### src/rtl/mem_pipe_stage.sv
// ---------------------------------------------------------------------------
// mem_pipe_stage
//
// MEM stage of the pipeline together with the MEM/WB pipeline register.
// It takes the EX/MEM register contents, performs loads and stores through
// a req/ack handshake to a multi-cycle data memory, and produces the MEM/WB
// write-back value that the EX forwarding muxes consume.
//
// While an access is outstanding the stage raises mem_stall so that the
// upstream stages hold. Upstream must keep the ex_mem_* inputs stable during
// a stall. Everything needed to finish the access is latched when the
// request is issued, so the stage never re-samples ex_mem_* while in REQ.
//
// Parameters
//   TIMEOUT_CYCLES : maximum number of REQ cycles without an ack before the
//                    access is abandoned and mem_timeout is pulsed.
//   ALIGN_CHECK    : 1 -> a word access with addr[1:0] != 0 is faulted
//                    (mem_misaligned); 0 -> the low address bits are ignored.
//
// Ports
//   clk                        in   rising-edge clock
//   reset                      in   asynchronous active-low reset
//   ex_mem_valid               in   EX/MEM slot holds a real instruction
//   ex_mem_alu_result[31:0]    in   ALU result / word address
//   ex_mem_store_data[31:0]    in   store data (forwarded reg2 path)
//   ex_mem_mem_read            in   load
//   ex_mem_mem_write           in   store (wins over mem_read)
//   ex_mem_mem_to_reg          in   write-back selects memory data
//   ex_mem_reg_write           in   instruction writes the register file
//   ex_mem_write_reg_addr[4:0] in   destination register
//   dmem_req                   out  memory request
//   dmem_we                    out  1 = write
//   dmem_addr[31:0]            out  word address
//   dmem_wdata[31:0]           out  write data
//   dmem_ack                   in   access complete, rdata valid same cycle
//   dmem_rdata[31:0]           in   read data
//   mem_stall                  out  upstream stages must hold
//   mem_wb_valid               out  MEM/WB slot valid
//   mem_wb_reg_write           out  register-file write enable
//   mem_wb_write_reg_addr[4:0] out  destination register
//   mem_wb_write_back_result   out  write-back data / forwarding source
//   mem_misaligned             out  one-cycle fault pulse, aligned with MEM/WB
//   mem_timeout                out  one-cycle fault pulse, aligned with MEM/WB
// ---------------------------------------------------------------------------
module mem_pipe_stage #(
    parameter int TIMEOUT_CYCLES = 255,
    parameter bit ALIGN_CHECK    = 1'b1
) (
    input  logic        clk,
    input  logic        reset,
    input  logic        ex_mem_valid,
    input  logic [31:0] ex_mem_alu_result,
    input  logic [31:0] ex_mem_store_data,
    input  logic        ex_mem_mem_read,
    input  logic        ex_mem_mem_write,
    input  logic        ex_mem_mem_to_reg,
    input  logic        ex_mem_reg_write,
    input  logic [4:0]  ex_mem_write_reg_addr,
    output logic        dmem_req,
    output logic        dmem_we,
    output logic [31:0] dmem_addr,
    output logic [31:0] dmem_wdata,
    input  logic        dmem_ack,
    input  logic [31:0] dmem_rdata,
    output logic        mem_stall,
    output logic        mem_wb_valid,
    output logic        mem_wb_reg_write,
    output logic [4:0]  mem_wb_write_reg_addr,
    output logic [31:0] mem_wb_write_back_result,
    output logic        mem_misaligned,
    output logic        mem_timeout
);

    localparam int CW = $clog2(TIMEOUT_CYCLES + 1);

    typedef enum logic {
        IDLE,
        REQ
    } state_t;

    state_t         r_state;
    logic [CW-1:0]  r_timeoutCount;
    logic           r_isLoad;
    logic           r_regWrite;
    logic [4:0]     r_writeRegAddr;
    logic [31:0]    r_rdataLatched;

    logic           w_memop;
    logic           w_misaligned;
    logic           w_lastReqCycle;

    // A memory operation is a valid slot that reads or writes. The alignment
    // fault only applies to real memory operations.
    assign w_memop        = ex_mem_valid & (ex_mem_mem_read | ex_mem_mem_write);
    assign w_misaligned   = ALIGN_CHECK && (ex_mem_alu_result[1:0] != 2'b00);
    assign w_lastReqCycle = (r_timeoutCount == CW'(TIMEOUT_CYCLES - 1));

    // Stall is combinational so upstream holds in the very cycle an aligned
    // access is detected. In REQ the ack releases upstream on the same edge
    // that completes the access. The stall is forced low while reset is
    // asserted so that it drops immediately even if upstream still presents
    // a memory operation.
    always_comb begin
        mem_stall = 1'b0;
        if (reset) begin
            unique case (r_state)
                IDLE:    mem_stall = w_memop & ~w_misaligned;
                REQ:     mem_stall = ~dmem_ack;
                default: mem_stall = 1'b0;
            endcase
        end
    end

    // Main FSM with the memory interface registers and the MEM/WB register.
    // IDLE either passes a non-memory instruction straight into MEM/WB,
    // faults a misaligned access, or issues a request and moves to REQ while
    // MEM/WB takes a bubble. REQ holds the request until ack or until the
    // timeout counter reaches its last cycle; an ack in that last cycle wins.
    // A store writes its address into the result field since it has no
    // register result of its own.
    always_ff @(posedge clk or negedge reset) begin
        if (!reset) begin
            r_state                  <= IDLE;
            r_timeoutCount           <= '0;
            r_isLoad                 <= 1'b0;
            r_regWrite               <= 1'b0;
            r_writeRegAddr           <= '0;
            r_rdataLatched           <= '0;
            dmem_req                 <= 1'b0;
            dmem_we                  <= 1'b0;
            dmem_addr                <= '0;
            dmem_wdata               <= '0;
            mem_wb_valid             <= 1'b0;
            mem_wb_reg_write         <= 1'b0;
            mem_wb_write_reg_addr    <= '0;
            mem_wb_write_back_result <= '0;
            mem_misaligned           <= 1'b0;
            mem_timeout              <= 1'b0;
        end else begin
            mem_misaligned <= 1'b0;
            mem_timeout    <= 1'b0;

            unique case (r_state)
                IDLE: begin
                    if (w_memop && w_misaligned) begin
                        mem_wb_valid             <= 1'b1;
                        mem_wb_reg_write         <= 1'b0;
                        mem_wb_write_reg_addr    <= ex_mem_write_reg_addr;
                        mem_wb_write_back_result <= ex_mem_alu_result;
                        mem_misaligned           <= 1'b1;
                    end else if (w_memop) begin
                        dmem_req         <= 1'b1;
                        dmem_we          <= ex_mem_mem_write;
                        dmem_addr        <= ex_mem_alu_result;
                        dmem_wdata       <= ex_mem_store_data;
                        r_isLoad         <= ~ex_mem_mem_write;
                        r_regWrite       <= ex_mem_reg_write;
                        r_writeRegAddr   <= ex_mem_write_reg_addr;
                        r_timeoutCount   <= '0;
                        r_state          <= REQ;
                        mem_wb_valid     <= 1'b0;
                        mem_wb_reg_write <= 1'b0;
                    end else begin
                        mem_wb_valid             <= ex_mem_valid;
                        mem_wb_reg_write         <= ex_mem_valid & ex_mem_reg_write;
                        mem_wb_write_reg_addr    <= ex_mem_write_reg_addr;
                        mem_wb_write_back_result <= ex_mem_mem_to_reg ? r_rdataLatched
                                                                      : ex_mem_alu_result;
                    end
                end

                REQ: begin
                    if (dmem_ack) begin
                        dmem_req              <= 1'b0;
                        r_state               <= IDLE;
                        mem_wb_valid          <= 1'b1;
                        mem_wb_write_reg_addr <= r_writeRegAddr;
                        if (r_isLoad) begin
                            mem_wb_reg_write         <= r_regWrite;
                            mem_wb_write_back_result <= dmem_rdata;
                            r_rdataLatched           <= dmem_rdata;
                        end else begin
                            mem_wb_reg_write         <= 1'b0;
                            mem_wb_write_back_result <= dmem_addr;
                        end
                    end else if (w_lastReqCycle) begin
                        dmem_req              <= 1'b0;
                        r_state               <= IDLE;
                        mem_wb_valid          <= 1'b1;
                        mem_wb_reg_write      <= 1'b0;
                        mem_wb_write_reg_addr <= r_writeRegAddr;
                        mem_timeout           <= 1'b1;
                    end else begin
                        r_timeoutCount   <= r_timeoutCount + CW'(1);
                        mem_wb_valid     <= 1'b0;
                        mem_wb_reg_write <= 1'b0;
                    end
                end

                default: begin
                    r_state  <= IDLE;
                    dmem_req <= 1'b0;
                end
            endcase
        end
    end

endmodule

### config.mk
export PLATFORM = sky130hd
export DESIGN_NAME = mem_pipe_stage
export DESIGN_NICKNAME = d
export VERILOG_FILES = /design/src/rtl/mem_pipe_stage.sv
export SDC_FILE = /design/constraint.sdc
export NUM_CORES = 1
export LEC_CHECK = 0
export CAP_MARGIN = 20
export CORE_AREA = 2 2 132 134
export CTS_CLUSTER_SIZE = 16
export DETAILED_ROUTE_END_ITERATION = 6
export DIE_AREA = 0 0 134 136
export HOLD_SLACK_MARGIN = 0.12
export PLACE_DENSITY = 0.74
export SETUP_SLACK_MARGIN = 0.1
export SYNTH_ARGS = -nofsm -noshare
export SYNTH_HDL_FRONTEND = slang
export SYNTH_SLANG_ARGS = --single-unit
### constraint.sdc
create_clock -name clk -period 1.98 [get_ports clk]
set_clock_uncertainty 0.05 [all_clocks]
set_input_delay 0.396 -clock clk [delete_from_list [all_inputs] [get_ports clk]]
set_output_delay 0.396 -clock clk [all_outputs]
set_load 0.05 [all_outputs]
Yosys cells after proc, flatten, opt, wreduce, memory -nomap -nowiden
Cells that the tools add are included.
{"block": "totals", "regBits": 155, "in_bits": 109}
{"block": "op_classes", "eq_ne": 8, "mux": 42, "add_sub_neg": 1, "n_bitwise": 9, "reduce_logical": 8}
{"cell": "$mux W32", "n": 5}
{"cell": "$pmux W32 S2", "n": 1}
{"cell": "$mux W8", "n": 4}
{"cell": "$mux W1", "n": 21}
{"cell": "$mux W5", "n": 4}
{"cell": "$pmux W8 S2", "n": 1}
{"cell": "$ne A2 B2 Y1 const B", "n": 5}
{"cell": "$pmux W1 S2", "n": 5}
{"cell": "$pmux W5 S2", "n": 1}
{"cell": "$reduce_and A3 Y1", "n": 3}
{"cell": "$add A8 B1 Y8 const B", "n": 1}
{"cell": "$eq A8 B8 Y1 const B", "n": 1}
{"cell": "$not A1 Y1", "n": 5}
{"cell": "$reduce_and A2 Y1", "n": 2}
{"cell": "$reduce_and A4 Y1", "n": 1}
{"cell": "$and A1 B1 Y1", "n": 3}
{"cell": "$ne A3 B2 Y1 const B", "n": 1}
{"cell": "$ne A3 B3 Y1 const B", "n": 1}
{"cell": "$reduce_bool A2 Y1", "n": 1}
{"cell": "$logic_and A1 B1 Y1", "n": 1}
{"cell": "$or A1 B1 Y1", "n": 1}

Depth between registers and ports, before layout
Gate-level depths: netlist of run 1.
{"block": "logic_depth", "word_depth": 5, "ltp_mapped": 7, "depth_no_buf": 6}

Worst setup path before layout of run 1
OpenSTA, ideal clock, no wires.
{"block": "synth_timing", "path_type": "register to output", "startpoint": "register r_state", "endpoint": "output mem_stall", "n_path_buf": 1, "stages_incl_launch_ff": 5, "slack_ns": -0.304, "arrival_ns": 1.838, "cell_sequence": "dfrtp_1 nor4b_4 a21oi_1 buf_2 nor2b_1"}
{"block": "synth_via", "elab_chain_len": 3}
{"item": "start: declaration", "line_no": "81", "text": "state_t r_state;"}
{"item": "start signal: assignment", "line_no": "123", "text": "r_state <= IDLE;"}
{"item": "start signal: assignment", "line_no": "160", "text": "r_state <= REQ;"}
{"item": "start signal: assignment", "line_no": "175", "text": "r_state <= IDLE;"}
{"item": "$not A1 Y1 (no source line)"}
{"item": "$pmux W1 S2 (*)", "line_no": "106", "text": "unique case (r_state)"}
{"item": "$mux W1 (*)", "line_no": "105", "text": "if (reset) begin"}
{"item": "end: declaration", "line_no": "65", "text": "output logic mem_stall,"}
Every way passes the cells marked *; elsewhere a longest branch is shown, timed or not.

Final worst setup path of run 1
{"block": "layout_timing", "startpoint": "input ex_mem_mem_read", "endpoint": "output mem_stall"}
{"block": "layout_via", "elab_chain_len": 5}
{"item": "start: declaration", "line_no": "54", "text": "input logic ex_mem_mem_read,"}
{"item": "$or A1 B1 Y1", "line_no": "94", "text": "assign w_memop = ex_mem_valid & (ex_mem_mem_read | ex_mem_mem_write);"}
{"item": "$and A1 B1 Y1", "line_no": "94"}
{"item": "$and A1 B1 Y1", "line_no": "107", "text": "IDLE: mem_stall = w_memop & ~w_misaligned;"}
{"item": "$pmux W1 S2", "line_no": "106"}
{"item": "$mux W1", "line_no": "105"}
No other way between the ends.

==> results of run 1 <==
## cell usage in the layout (no fill, tap or decap), types with 6 or more instances in the layout
| cell type | n |
|---|---|
| nand2_1 | 207 |
| dfrtp_1 | 153 |
| clkdlybuf4s50_1 | 105 |
| dlygate4sd2_1 | 78 |
| mux2_2 | 63 |
| buf_4 | 60 |
| a21oi_1 | 45 |
| nor2_1 | 36 |
| a222oi_1 | 29 |
| clkbuf_16 | 17 |
| buf_12 | 11 |
| mux2i_1 | 8 |
| inv_1 | 7 |
| nand3_1 | 7 |
| clkinv_2 | 6 |
## timing repair
| item | CTS | global route |
|---|---|---|
| hold buffers | 1 | 0 |
| pin swaps | 0 | 0 |
| endpoints found under the hold margin | 155 | 0 |
| resized for setup | 80 | 0 |
| setup buffers | 3 | 1 |
| endpoints found under the setup margin | 77 | 7 |
## state kept, by name, indices dropped and copies added, names as in the netlist, 5 cells and up
name,cells
dmem_addr,32
dmem_wdata,32
mem_wb_write_back_result,32
r_rdataLatched,32
r_timeoutCount,8
mem_wb_write_reg_addr,5
r_writeRegAddr,5
## logic make-up (layout without fill, tap and decap cells)
| group | Yosys count | in the layout |
|---|---|---|
| XOR/XNOR | 1 | 1 |
| buffers and inverters | 50 | 296 |
| adder cells (fa/ha/maj) | 2 | 2 |
| flip-flops | 155 | 155 |
| multiplexers | 71 | 71 |
| AND/OR/NAND/NOR | 273 | 273 |
| AO/OA/AOI/OAI | 100 | 100 |
## power groups by stage
stage	logic, mW	clock network [mW]	registers (mW)
after floorplan	1.11	0	5.71
after global placement	3.91	0	4.36
after detailed placement	3.97	0	4.38
after CTS	3.79	3.38	4.32
after global routing	4.00	3.52	4.41
final	3.76	3.30	4.32
## layer usage
layer  vias to the layer above  track usage (%)  wire length [um]
met5                         -                0                 0
met4                         0            7.565               349
met3                        25            5.854              1424
met2                       231            35.95              9274
met1                      2722            27.36              8255
li1                       2723                -                 -
## area by class of cell
class	count	area, um^2
Sequential cell	155	3881
Clock inverter	12	146.4
Clock buffer	20	456.7
Fill cell	1444	6965
Timing Repair Buffer	257	2437
Multi-Input combinational cell	447	2681
Tap cell	225	281.5
Inverter	7	26.28
## worst max-delay path: stages
cell and delay, ps:
clkdlybuf4s50_1 520, or2_4 310, a21oi_4 180, nor2b_4 60
buf_6 150
## worst paths after layout
| kind | cells past startpoint | end | start |
|---|---|---|---|
| min in group asynchronous | 3 | dmem_addr[0]$_DFFE_PN0P_ | reset |
| max in group asynchronous | 3 | r_state$_DFF_PN0_ | reset |
| setup reg to reg | 7 | mem_wb_write_back_result[20]$_DFFE_PN0P_ | r_state$_DFF_PN0_ |
| hold / removal | 2 | dmem_wdata[29]$_DFFE_PN0P_ | dmem_wdata[29]$_DFFE_PN0P_ |
| setup / recovery | 5 | mem_stall | ex_mem_mem_read |
| hold reg to reg | 2 | dmem_wdata[29]$_DFFE_PN0P_ | dmem_wdata[29]$_DFFE_PN0P_ |
## synthesized netlist by cell type (all sizes together), types with 2 or more instances
| library cell | instances |
|---|---|
| o21ai | 5 |
| nor2b | 3 |
| o31ai | 4 |
| dfrtp | 155 |
| nand2 | 208 |
| a222oi | 29 |
| mux2 | 63 |
| mux2i | 8 |
| ha | 2 |
| a211oi | 2 |
| nor2 | 36 |
| clkbuf | 19 |
| nor3b | 2 |
| nand3 | 8 |
| a21oi | 46 |
| and2 | 4 |
| o22ai | 3 |
| nor4b | 2 |
| buf | 24 |
| nor3 | 4 |
| o211ai | 3 |
| a21boi | 2 |
| inv | 7 |
| nand2b | 4 |
## per-stage QoR
step	total power [mW]	utilization, %	instances	worst slack [ps]
3_5_place_dp	8.352	55.46	1086	-270.4
4_1_cts	11.49	58.68	1122	-86.49
6_report	11.39	58.73	1123	-87.70
5_1_grt	11.92	58.73	1123	-128.4
2_1_floorplan	6.818	-	652	152.1
3_3_place_gp	8.266	55.46	1086	-234.4
==> out/metrics.yaml, run 1 <==
drtPass1Iterations: 7
crit_type: "in2out"
cts_tree: "done"
cp-start-kind: "input port"
synthXorXnorAreaFrac_pct: 0.1295
numCtsBuffers: 17
place_congestion: 0.8106
nNetsFinal: 996
grt_pass1_wl_um: 30810
p_int_mw: 7.320
power.switching_mw: 4.069
ir_drop_v: 0.0006890
worst_slew_pin_slew_ps: 515.0
drt-initial-drc-count: 464
setup_slack_ps: -87.70
design.die.area_mm2: 0.01822
mappedNetlistArea_mm2: 0.006761
finalWorstPathRequiredPeriod_ps: 2068
rsz0062_at_grt: "yes"
placed_cell_area_mm2: 0.009359
clk_latency_ps: 410
synth_area_leader_cell: "dfrtp_1"
violations: "DRC, setup timing"
grt_pass1_vias: 5853
via_per_inst: 5.077
final_hold_viol_count: 0
syn_nets: 763
drv_cap: 0
cp_max_fo: 5
relSlewSlack_pct: 65.80
grt_use_total_pct: 21.64
htreeDepth: 4
synth_top_family_by_area: "simple AND/OR/NAND/NOR gates"
synth_warnings: 0
port_buffers: 216
clkTransAtPathRegs_ps: 60
wl_per_cell_um: 17.19
hold_slack_ps: 419.4
ys_ff_latch: 155
area_delta_synth_final_pct: 46.58
synth.top_cell.area_share_pct: 57.36
antenna_found_initial: 0
start_util_pct: 40.07
seqPwrFrac_pct: 38.0
fin_tns_setup_ps: -87.70
powerDensity_mw_per_mm2: 1149
vias: 5701
hold_path_class: "reg2reg"
dpl.hpwl_um: 13110
routed_wl_um: 19300
cts-root-buf: "clkbuf_16"
regToRegSetupSlack_ps: 190
synth_ff_type: "dfrtp_1"
critPathArrivalTime_ps: 1620
synthAdderAreaFrac_pct: 0.3701
cts.path.max_buffers: 2
syn_area_per_cell_um2: 10.37
clkPwrFrac_pct: 29.0
crit_required_ps: 1530
synth.area.mux_share_pct: 11.68
core_area_mm2: 0.01688
synth_area_leaders: "dfrtp_1 (57%), nand2_1 (11%), mux2_2 (10%)"
synth_cell_types: 40
grt_start_max_net_pins: 82
fin_area_mm2: 0.009911
synth_compound_area_share_pct: 10.44
finalSetupViolCount: 1
ant_nets: 0
drc: 4
max_freq_mhz: 483.6
rows: 48
synth_seq_area_share_pct: 57.36
p_leak_nw: 4.792
synthCells: 652
yosys.area_share.simple_pct: 16.45
synth_edf_count: 0
drive_gt1_share_pct: 20.04
post-route-period-util_pct: 104.4
power_frac_comb_pct: 33.0
postSynth.asyncResetShare_pct: 100.0
io_pins: 217
end_kind: "primary output"
grt_remaining_overflow: 0
n_antenna_cell: 0
fp.dieH_um: 136
clock_sinks: 155
fp.dieW_um: 134
status: "finished, violations left"
switching_share_pct: 35.73
slew_violations: 0
No activity file was read; power rests on OpenSTA's default activity.
==> run 2: changes to the inputs <==
--- a/config.mk
+++ b/config.mk
@@ -7,10 +7,10 @@
 export LEC_CHECK = 0
 export CAP_MARGIN = 20
 export CORE_AREA = 2 2 132 134
+export CTS_CLUSTER_DIAMETER = 80
 export CTS_CLUSTER_SIZE = 16
 export DETAILED_ROUTE_END_ITERATION = 6
 export DIE_AREA = 0 0 134 136
-export HOLD_SLACK_MARGIN = 0.12
 export PLACE_DENSITY = 0.74
 export SETUP_SLACK_MARGIN = 0.1
 export SYNTH_ARGS = -nofsm -noshare
==> results of run 2 <==
No change in the layout: final DEF, timing and power equal those of run 1.
==> run 3: changes to the inputs <==
--- a/config.mk
+++ b/config.mk
@@ -11,6 +11,7 @@
 export CTS_CLUSTER_SIZE = 16
 export DETAILED_ROUTE_END_ITERATION = 6
 export DIE_AREA = 0 0 134 136
+export GPL_TIMING_DRIVEN = 0
 export PLACE_DENSITY = 0.74
 export SETUP_SLACK_MARGIN = 0.1
 export SYNTH_ARGS = -nofsm -noshare
==> run 3 against run 2 <==
Against the previous run:
- the run ends with DRC, hold timing, setup timing left
- core utilization up 0.27 points
- routed wire length up 6.0%
- clock power up 6.7%
- setup slack worse by 19 ps
- combinational power down 1%
- fmax down 0.90%
- critical path depth up 1
- first-iteration DRC count up 14%
- global-route usage up 0.39 points
- cell count up 1.2%
- count of clock-buffer cells in the layout up 5
- register-to-register slack worse by 110 ps
==> out/metrics.yaml, run 3 (same netlist as run 1, synthesis figures left out) <==
status: "finished, violations left"
violations: "DRC, hold timing, setup timing"
final_hold_viol_count: 53  # +53
ir_drop_v: 0.0007347  # +6.6%
port_buffers: 216  # unchanged
mostFrequentLayoutCell: "nand2_1"
hold_path_class: "in2async"
ant_nets: 0  # unchanged
drc: 1  # -3
post-route-period-util_pct: 105.4  # +0.95 points
htreeDepth: 4  # unchanged
cts-root-buf: "clkbuf_16"
p_leak_nw: 4.853  # +1.3%
grt_start_max_net_pins: 104  # +27%
place_inst: 1094  # +0.74%
cts_tree: "done"
nNetsFinal: 1009  # +1.3%
regToRegSetupSlack_ps: 80  # -110 ps
numCtsBuffers: 17  # unchanged
via_per_inst: 5.157  # +1.6%
hold_slack_ps: -152.7  # -572.1 ps
rows: 48  # unchanged
place_congestion: 0.7798  # -3.8%
core_area_mm2: 0.01688  # unchanged
vias: 5858  # +2.8%
stdcell_count: 1136  # +1.2%
rsz0062_at_grt: "yes"
grt_pass1_vias: 5528  # -5.6%
drtPass1Iterations: 7  # unchanged
finalSetupViolCount: 1  # unchanged
r2r_cells: 6  # -1
dpl_worst_slack_ps: -1282  # -1012 ps
end_kind: "primary output"
area_delta_synth_final_pct: 47.26
grt_use_total_pct: 22.03  # +0.39 points
relSlewSlack_pct: 62.38  # -3.4 points
fp.dieH_um: 136  # unchanged
fillers: 1444  # unchanged
cts.path.max_buffers: 2  # unchanged
design.die.area_mm2: 0.01822  # unchanged
reg2reg_from: "r_state$_DFF_PN0_"
cp-start-kind: "input port"
drive_gt1_share_pct: 17.58  # -2.5 points
fp.dieW_um: 134  # unchanged
slew_violations: 0  # unchanged
finalPower_mw: 11.56  # +1.5%
clock_sinks: 155  # unchanged
rr_endpoint: "r_rdataLatched[17]$_DFFE_PN0P_"
clkTransAtPathRegs_ps: 60  # about the same
antenna_found_initial: 1  # +1
cp_max_fo: 6  # +1
dpl.hpwl_um: 13770  # +5.1%
crit_type: "in2out"
drv_cap: 0  # unchanged
start_util_pct: 40.07  # unchanged
layout_common_cells: "nand2_1 (207), dfrtp_1 (154), dlygate4sd2_1 (112)"
critPathArrivalTime_ps: 1640  # +20 ps
max_freq_mhz: 479.3  # -0.90%
powerDensity_mw_per_mm2: 1161  # +0.98%
io_pins: 217  # unchanged
routed_wl_um: 20460  # +6.0%
grt_remaining_overflow: 0  # unchanged
wl_per_cell_um: 18.01  # +4.8%
setup_slack_ps: -106.6  # -18.87 ps
drt-initial-drc-count: 529  # +14%
clk_latency_ps: 420  # about the same
worst_slew_pin_slew_ps: 566.5  # +51.46 ps
grt_pass1_wl_um: 30710  # -0.33%
crit_required_ps: 1530  # about the same
finalWorstPathRequiredPeriod_ps: 2087  # +18.87 ps
run 3: worst max-delay path by stage:
stage | from | to | slack [ps] | cells past startpoint
floorplan | ex_mem_alu_result[1] | mem_stall | 150 | 4
detailed placement | ex_mem_alu_result[1] | mem_stall | -1280 | 6
global placement | reset | mem_stall | -6280 | 3
global route | r_state$_DFF_PN0_ | mem_stall | -190 | 5
CTS | r_state$_DFF_PN0_ | mem_stall | -160 | 5
finish | ex_mem_alu_result[1] | mem_stall | -110 | 6
run 3: timing repair:
| action | 4_1_cts | 5_1_grt |
|---|---|---|
| pin swaps | 2 | 10 |
| cloned | 0 | 1 |
| buffers inserted | 4 | 6 |
| resized for setup | 132 | 52 |
| endpoints found under the hold margin | 53 | 53 |
| setup endpoints to repair | 253 | 139 |
run 3: where the power goes:
group	switching (mW)	internal, mW	leakage (nW)
registers	0.405	3.90	1.93
logic	2.40	1.32	2.61
clock network	1.25	2.27	0.310
run 3: worst max-delay path: stages:
cell and delay, ps:
dlygate4sd2_1 350, nor4b_4 370, a21oi_2 120, buf_6 140
nor2b_4 110, buf_8 150
run 3: cell type report:
class | instances | area [um^2] | area share, %
Sequential cell | 155 | 3880 | 38.97
Multi-Input combinational cell | 447 | 2681 | 26.93
Timing Repair Buffer | 228 | 2172 | 21.81
Clock buffer | 25 | 505.5 | 5.077
Tap cell | 225 | 281.5 | 2.827
Buffer | 42 | 275.3 | 2.765
Clock inverter | 6 | 132.6 | 1.332
Inverter | 7 | 26.28 | 0.2639
Antenna cell | 1 | 2.502 | 0.02513
run 3: per-stage QoR:
step	instance area (um^2)	utilization, %	setup TNS, ps	hold WS, ps
after floorplan	6769	-	0	50.41
after global placement	9213	54.59	-987740	407.2
after detailed placement	9245	54.78	-61860	285.0
after CTS	9802	58.08	-165.4	-159.7
after global routing	9957	59.00	-191.5	-134.5
final	9957	59.00	-106.6	-152.7
run 3: per-layer routing:
| metal | share of wire (%) | GRT usage, % |
|---|---|---|
| met4 | 1.9 | 7.683 |
| met3 | 7.7 | 5.854 |
| met1 | 44 | 29.72 |
| met2 | 47 | 34.50 |
| met5 | 0 | 0 |
